==> src/rtl/sipo_pkg.sv <==
// Shared types and helpers for the serial-in/parallel-out deserializer.
// Holds the default word width, holding-FSM states and counter-width helper.
package sipo_pkg;

  localparam int SIPO_WIDTH_DEF = 8;

  typedef enum logic {
    EMPTY = 1'b0,
    HELD  = 1'b1
  } sipo_state_e;

  function automatic int cnt_w(input int width);
    return $clog2(width);
  endfunction

endpackage

==> src/rtl/sipo_shift_core.sv <==
// Shift register, bit counter and direction latch for the deserializer.
// Ports: clk, rst_n, sin/sin_valid/sin_start/msb_first in; bit_cnt,
//        word_done (one-cycle, combinational with the last bit), word_data out.
module sipo_shift_core
  import sipo_pkg::*;
#(
  parameter int WIDTH = SIPO_WIDTH_DEF,
  parameter int CW    = cnt_w(WIDTH)
) (
  input  logic             clk,
  input  logic             rst_n,
  input  logic             sin,
  input  logic             sin_valid,
  input  logic             sin_start,
  input  logic             msb_first,
  output logic [CW-1:0]    bit_cnt,
  output logic             word_done,
  output logic [WIDTH-1:0] word_data
);

  logic [WIDTH-1:0] sh_q, sh_d;
  logic [CW-1:0]    cnt_q, cnt_d;
  logic             dir_q, dir_d;

  logic             at_first;
  logic             at_last;
  logic             dir_eff;
  logic [WIDTH-1:0] shifted;

  // A bit that opens a word (count 0 or explicit start) takes the
  // current msb_first; later bits keep the latched direction.
  assign at_first = (cnt_q == '0) || sin_start;
  assign at_last  = (cnt_q == CW'(WIDTH - 1));
  assign dir_eff  = at_first ? msb_first : dir_q;

  always_comb begin
    shifted = '0;
    if (dir_eff) begin
      shifted = {sh_q[WIDTH-2:0], sin};
    end else begin
      shifted = {sin, sh_q[WIDTH-1:1]};
    end
  end

  always_comb begin
    sh_d  = sh_q;
    cnt_d = cnt_q;
    dir_d = dir_q;
    if (sin_valid) begin
      sh_d  = shifted;
      dir_d = dir_eff;
      if (sin_start) begin
        cnt_d = CW'(1);
      end else if (at_last) begin
        cnt_d = '0;
      end else begin
        cnt_d = cnt_q + CW'(1);
      end
    end else if (sin_start) begin
      cnt_d = '0;
    end
  end

  always_ff @(posedge clk or negedge rst_n) begin
    if (!rst_n) begin
      sh_q  <= '0;
      cnt_q <= '0;
      dir_q <= 1'b0;
    end else begin
      sh_q  <= sh_d;
      cnt_q <= cnt_d;
      dir_q <= dir_d;
    end
  end

  // Stale bits left by a restarted word are fully shifted out before
  // the next completion, so no explicit clear is needed on start.
  assign word_done = sin_valid && !sin_start && at_last;
  assign word_data = shifted;
  assign bit_cnt   = cnt_q;

endmodule

==> src/rtl/sipo_deserializer.sv <==
// Serial-to-parallel deserializer with a one-entry valid/ready holding register.
// Ports: clk, rst_n, sin, sin_valid, sin_start, msb_first, par_ready, overrun_clr in;
//        par_out, par_valid, bit_cnt, overrun (sticky drop flag) out.
module sipo_deserializer
  import sipo_pkg::*;
#(
  parameter  int WIDTH = SIPO_WIDTH_DEF,
  localparam int CW    = cnt_w(WIDTH)
) (
  input  logic             clk,
  input  logic             rst_n,
  input  logic             sin,
  input  logic             sin_valid,
  input  logic             sin_start,
  input  logic             msb_first,
  output logic [WIDTH-1:0] par_out,
  output logic             par_valid,
  input  logic             par_ready,
  output logic [CW-1:0]    bit_cnt,
  output logic             overrun,
  input  logic             overrun_clr
);

  logic             word_done;
  logic [WIDTH-1:0] word_data;

  sipo_shift_core #(
    .WIDTH (WIDTH),
    .CW    (CW)
  ) u_core (
    .clk       (clk),
    .rst_n     (rst_n),
    .sin       (sin),
    .sin_valid (sin_valid),
    .sin_start (sin_start),
    .msb_first (msb_first),
    .bit_cnt   (bit_cnt),
    .word_done (word_done),
    .word_data (word_data)
  );

  sipo_state_e      state_q, state_d;
  logic [WIDTH-1:0] par_out_q, par_out_d;
  logic             par_valid_q, par_valid_d;
  logic             overrun_q, overrun_d;
  logic             drop;

  always_comb begin
    state_d     = state_q;
    par_out_d   = par_out_q;
    par_valid_d = par_valid_q;
    drop        = 1'b0;
    unique case (state_q)
      EMPTY: begin
        if (word_done) begin
          par_out_d   = word_data;
          par_valid_d = 1'b1;
          state_d     = HELD;
        end
      end
      HELD: begin
        if (word_done && par_ready) begin
          // Consumer takes the old word as the new one lands.
          par_out_d = word_data;
        end else if (word_done) begin
          drop = 1'b1;
        end else if (par_ready) begin
          par_valid_d = 1'b0;
          state_d     = EMPTY;
        end
      end
      default: begin
        state_d = EMPTY;
      end
    endcase
  end

  // A drop in the same cycle as a clear leaves the flag set.
  always_comb begin
    overrun_d = overrun_q;
    if (drop) begin
      overrun_d = 1'b1;
    end else if (overrun_clr) begin
      overrun_d = 1'b0;
    end
  end

  always_ff @(posedge clk or negedge rst_n) begin
    if (!rst_n) begin
      state_q     <= EMPTY;
      par_out_q   <= '0;
      par_valid_q <= 1'b0;
      overrun_q   <= 1'b0;
    end else begin
      state_q     <= state_d;
      par_out_q   <= par_out_d;
      par_valid_q <= par_valid_d;
      overrun_q   <= overrun_d;
    end
  end

  assign par_out   = par_out_q;
  assign par_valid = par_valid_q;
  assign overrun   = overrun_q;

endmodule

==> config.mk <==
export PLATFORM = sky130hd
export DESIGN_NAME = sipo_deserializer
export DESIGN_NICKNAME = d
export VERILOG_FILES = /design/src/rtl/sipo_pkg.sv /design/src/rtl/sipo_shift_core.sv /design/src/rtl/sipo_deserializer.sv
export SDC_FILE = /design/constraint.sdc
export NUM_CORES = 1
export LEC_CHECK = 0
export ABC_AREA = 1
export CELL_PAD_IN_SITES_DETAIL_PLACEMENT = 1
export CELL_PAD_IN_SITES_GLOBAL_PLACEMENT = 1
export CORE_MARGIN = 2
export CORE_UTILIZATION = 37
export DETAILED_ROUTE_END_ITERATION = 10
export PLACE_DENSITY = 0.8
export SLEW_MARGIN = 20
export SYNTH_ARGS = -nofsm -noshare
export SYNTH_HDL_FRONTEND = slang
export SYNTH_SLANG_ARGS = --single-unit
==> constraint.sdc <==
create_clock -name clk -period 1.6 [get_ports clk]
set_input_delay 0.16 -clock clk [delete_from_list [all_inputs] [get_ports clk]]
set_output_delay 0.16 -clock clk [all_outputs]
set_load 0.03 [all_outputs]
==> impl_metrics.ini, run 1 <==
[outcome]
run_status = finished, final reports clean

[critical_path]
r2r_start = u_core.bit_cnt[0]$_DFFE_PN0P_
worst_setup_path_end_kind = output pin
slowest_stage = clkdlybuf4s50_1
critPathBufInv = 1
crit_type = register to output pin
cp_top_family = buffers and inverters
path_cells = clkdlybuf4s50_1
critPathLaunchType = register
crit_fanout = 2
cp-startpoint = par_out[0]$_DFFE_PN0P_
slowest_delay_ps = 680
crit_arrival_ps = 1400
cp.required_ps = 1440

[cts]
htreeDepth = 1
cts-buffers-inserted = 3
cts_tree = built
clk_latency_ps = 320
post_cts_buffers = 0
cts.hold.buffers_added = 0
cts.sink_count = 23
cts_root_buffer = clkbuf_4
cts.clk_slew.worst_paths_ps = 140
clockBufferDepth = 2

[synthesis]
ys_ff_latch = 23
syn_avg_cell_area_um2 = 8.25
synthMuxAreaShare = 0
synthesis.area_um2 = 1130
synth.distinct_cells = 18
synth_warnings = 0
synth_xor_xnor_area_share = 0
synth_seq_area_share = 0.509
synth_top_family_by_area = simple AND/OR/NAND/NOR gates
synthAdderAreaFrac = 0.0332
synth_compound_area_frac = 0.0321
netlist_instances = 137
synthSimpleGateAreaFrac = 0.353
synth_fp_nets = 148

[timing]
setup_slack_ps = 41.5
worst_pin_slew_ps = 321
tns_ps = 0
max_slew_margin = 0.786
fmax_ghz = 0.642
fin_skew_ps = 8.67
post-route-min-period_ps = 1560
finalSetupViolCount = 0
finalCritPeriodShare = 0.974
slew_violations = 0
finalHoldViolCount = 0

[detailed_routing]
ant_nets = 0
wl_per_cell_um = 15.8
drc = 0
vias = 1021
drt-total-wl_mm = 3.09
drt_iter0_drc = 22
viasPerCell = 5.21
first_pass_iters = 4

[die]
dieArea_um2 = 3510
start_util = 0.379
die_y_um = 59.3
die_w_um = 59.3
io_pins = 21
core.rowCount = 20
core_area_um2 = 2980

[place]
gp_congestion = 0.829
post-place-ws_ps = 61.4
hpwl_mm = 2.31
portBuffers = 20

[power]
comb_power_share = 0.269
seq_power_share = 0.517
clockPowerShare = 0.214
power_leakage_nw = 0.814
ir_worst_vdd_mv = 0.348
switching_share = 0.346
internal-power_uw = 866
powerDensity_nw_per_um2 = 910
p_sw_uw = 459

[final_layout]
mostFrequentLayoutCells = nand2_1 (38), nand3_1 (33), dfrtp_1 (23)
layout.nets = 175
num_antenna_cells = 0
drive_gt1_frac = 0.129
mostFrequentLayoutCell = nand2_1
area_growth_pct = 28.8

[global_route]
track_usage = 0.191
antenna_found_initial = 0
grt_pass1_vias = 1123
grt_pass1_wl_mm = 5.00
grt.overflow.total = 0
grt_max_degree = 24

[flow_run]
drv_cap = 0

[hold_path]
holdCritPathClass = input port to asynchronous set/reset pin
[cells in the mapped netlist]
library cell / count / area [um2]
ha_1: 3 / 37.5
inv_2: 3 / 11.3
inv_1: 16 / 60.1
a21oi_1: 1 / 5.00
nor2_8: 1 / 20.0
nand3_1: 34 / 170
dfrtp_1: 23 / 576
inv_4: 1 / 6.26
o21ai_1: 5 / 25.0
nor2_2: 1 / 6.26
nand3_2: 1 / 10.0
nand2_1: 40 / 150
nor2_1: 2 / 7.51
nor2_4: 1 / 11.3
buf_1: 1 / 3.75
o22ai_1: 1 / 6.26
nand2_4: 1 / 11.3
nand2_2: 2 / 12.5
[per-layer routing]
metal | share of wire | global-route usage
met5 | 0 | 0
met4 | 0.013 | 0.0682
met3 | 0.017 | 0.0262
met2 | 0.55 | 0.339
met1 | 0.42 | 0.235
[power groups by stage]
stage	clock (mW)	sequential, mW	combinational (mW)
after global routing	0.315	0.691	0.402
after detailed placement	0	0.697	0.343
after floorplan	0	0.717	0.184
after CTS	0.290	0.685	0.344
final	0.284	0.685	0.356
after global placement	0	0.691	0.318
[logic make-up after synthesis]
group / after synthesis
compound gates: 7
fa+ha+maj: 3
buf+inv: 21
flops: 23
simple gates: 83
[sequential cells by signal, summed over array words and instances (netlist names)]
register,cells
u_core.sh_q,8
par_valid,1
state_q,1
par_out,8
u_core.bit_cnt,3
u_core.dir_q,1
overrun,1
[stage by stage]
stage	cells	hold WS, ps	utilization	total power [mW]	area [um2]
after floorplan	137	-136	-	0.900	1130
after global placement	192	463	0.467	1.01	1390
after detailed placement	192	477	0.467	1.04	1390
after CTS	196	190	0.476	1.32	1420
after global routing	196	198	0.489	1.41	1460
final	196	173	0.489	1.32	1460
[worst paths after layout]
path	slack [ps]	endpoint	depth (start not counted)
max in group asynchronous	1180	u_core.sh_q[6]$_DFFE_PN0P_	2
setup reg to reg	80	u_core.sh_q[0]$_DFFE_PN0P_	8
setup / recovery	40	par_out[0]	1
hold reg to reg	500	u_core.sh_q[0]$_DFFE_PN0P_	2
min in group clk	410	overrun$_DFFE_PN0P_	2
hold / removal	170	state_q$_DFF_PN0_	2
[final cells by class]
cell class | instances | area (um2)
fillers | 355 | 1520
flip-flops and latches | 23 | 576
multi-input cells | 93 | 500
repair buffers | 23 | 233
inverters | 20 | 77.6
well taps | 33 | 41.3
clock buffers | 3 | 22.5
clock inverters | 1 | 5.00
[what timing repair did]
item	in CTS	in global routing
endpoints found under the hold margin	0	0
endpoints found under the setup margin	0	20
resized for setup	0	10
(Power assumes the default switching activity.)
==> run 2, diff against run 1 <==
Settings changed: GPL_ROUTABILITY_DRIVEN set to 0.
==> results of run 2 <==
Same layout as run 1: the final DEF is identical, and so are final timing and power.
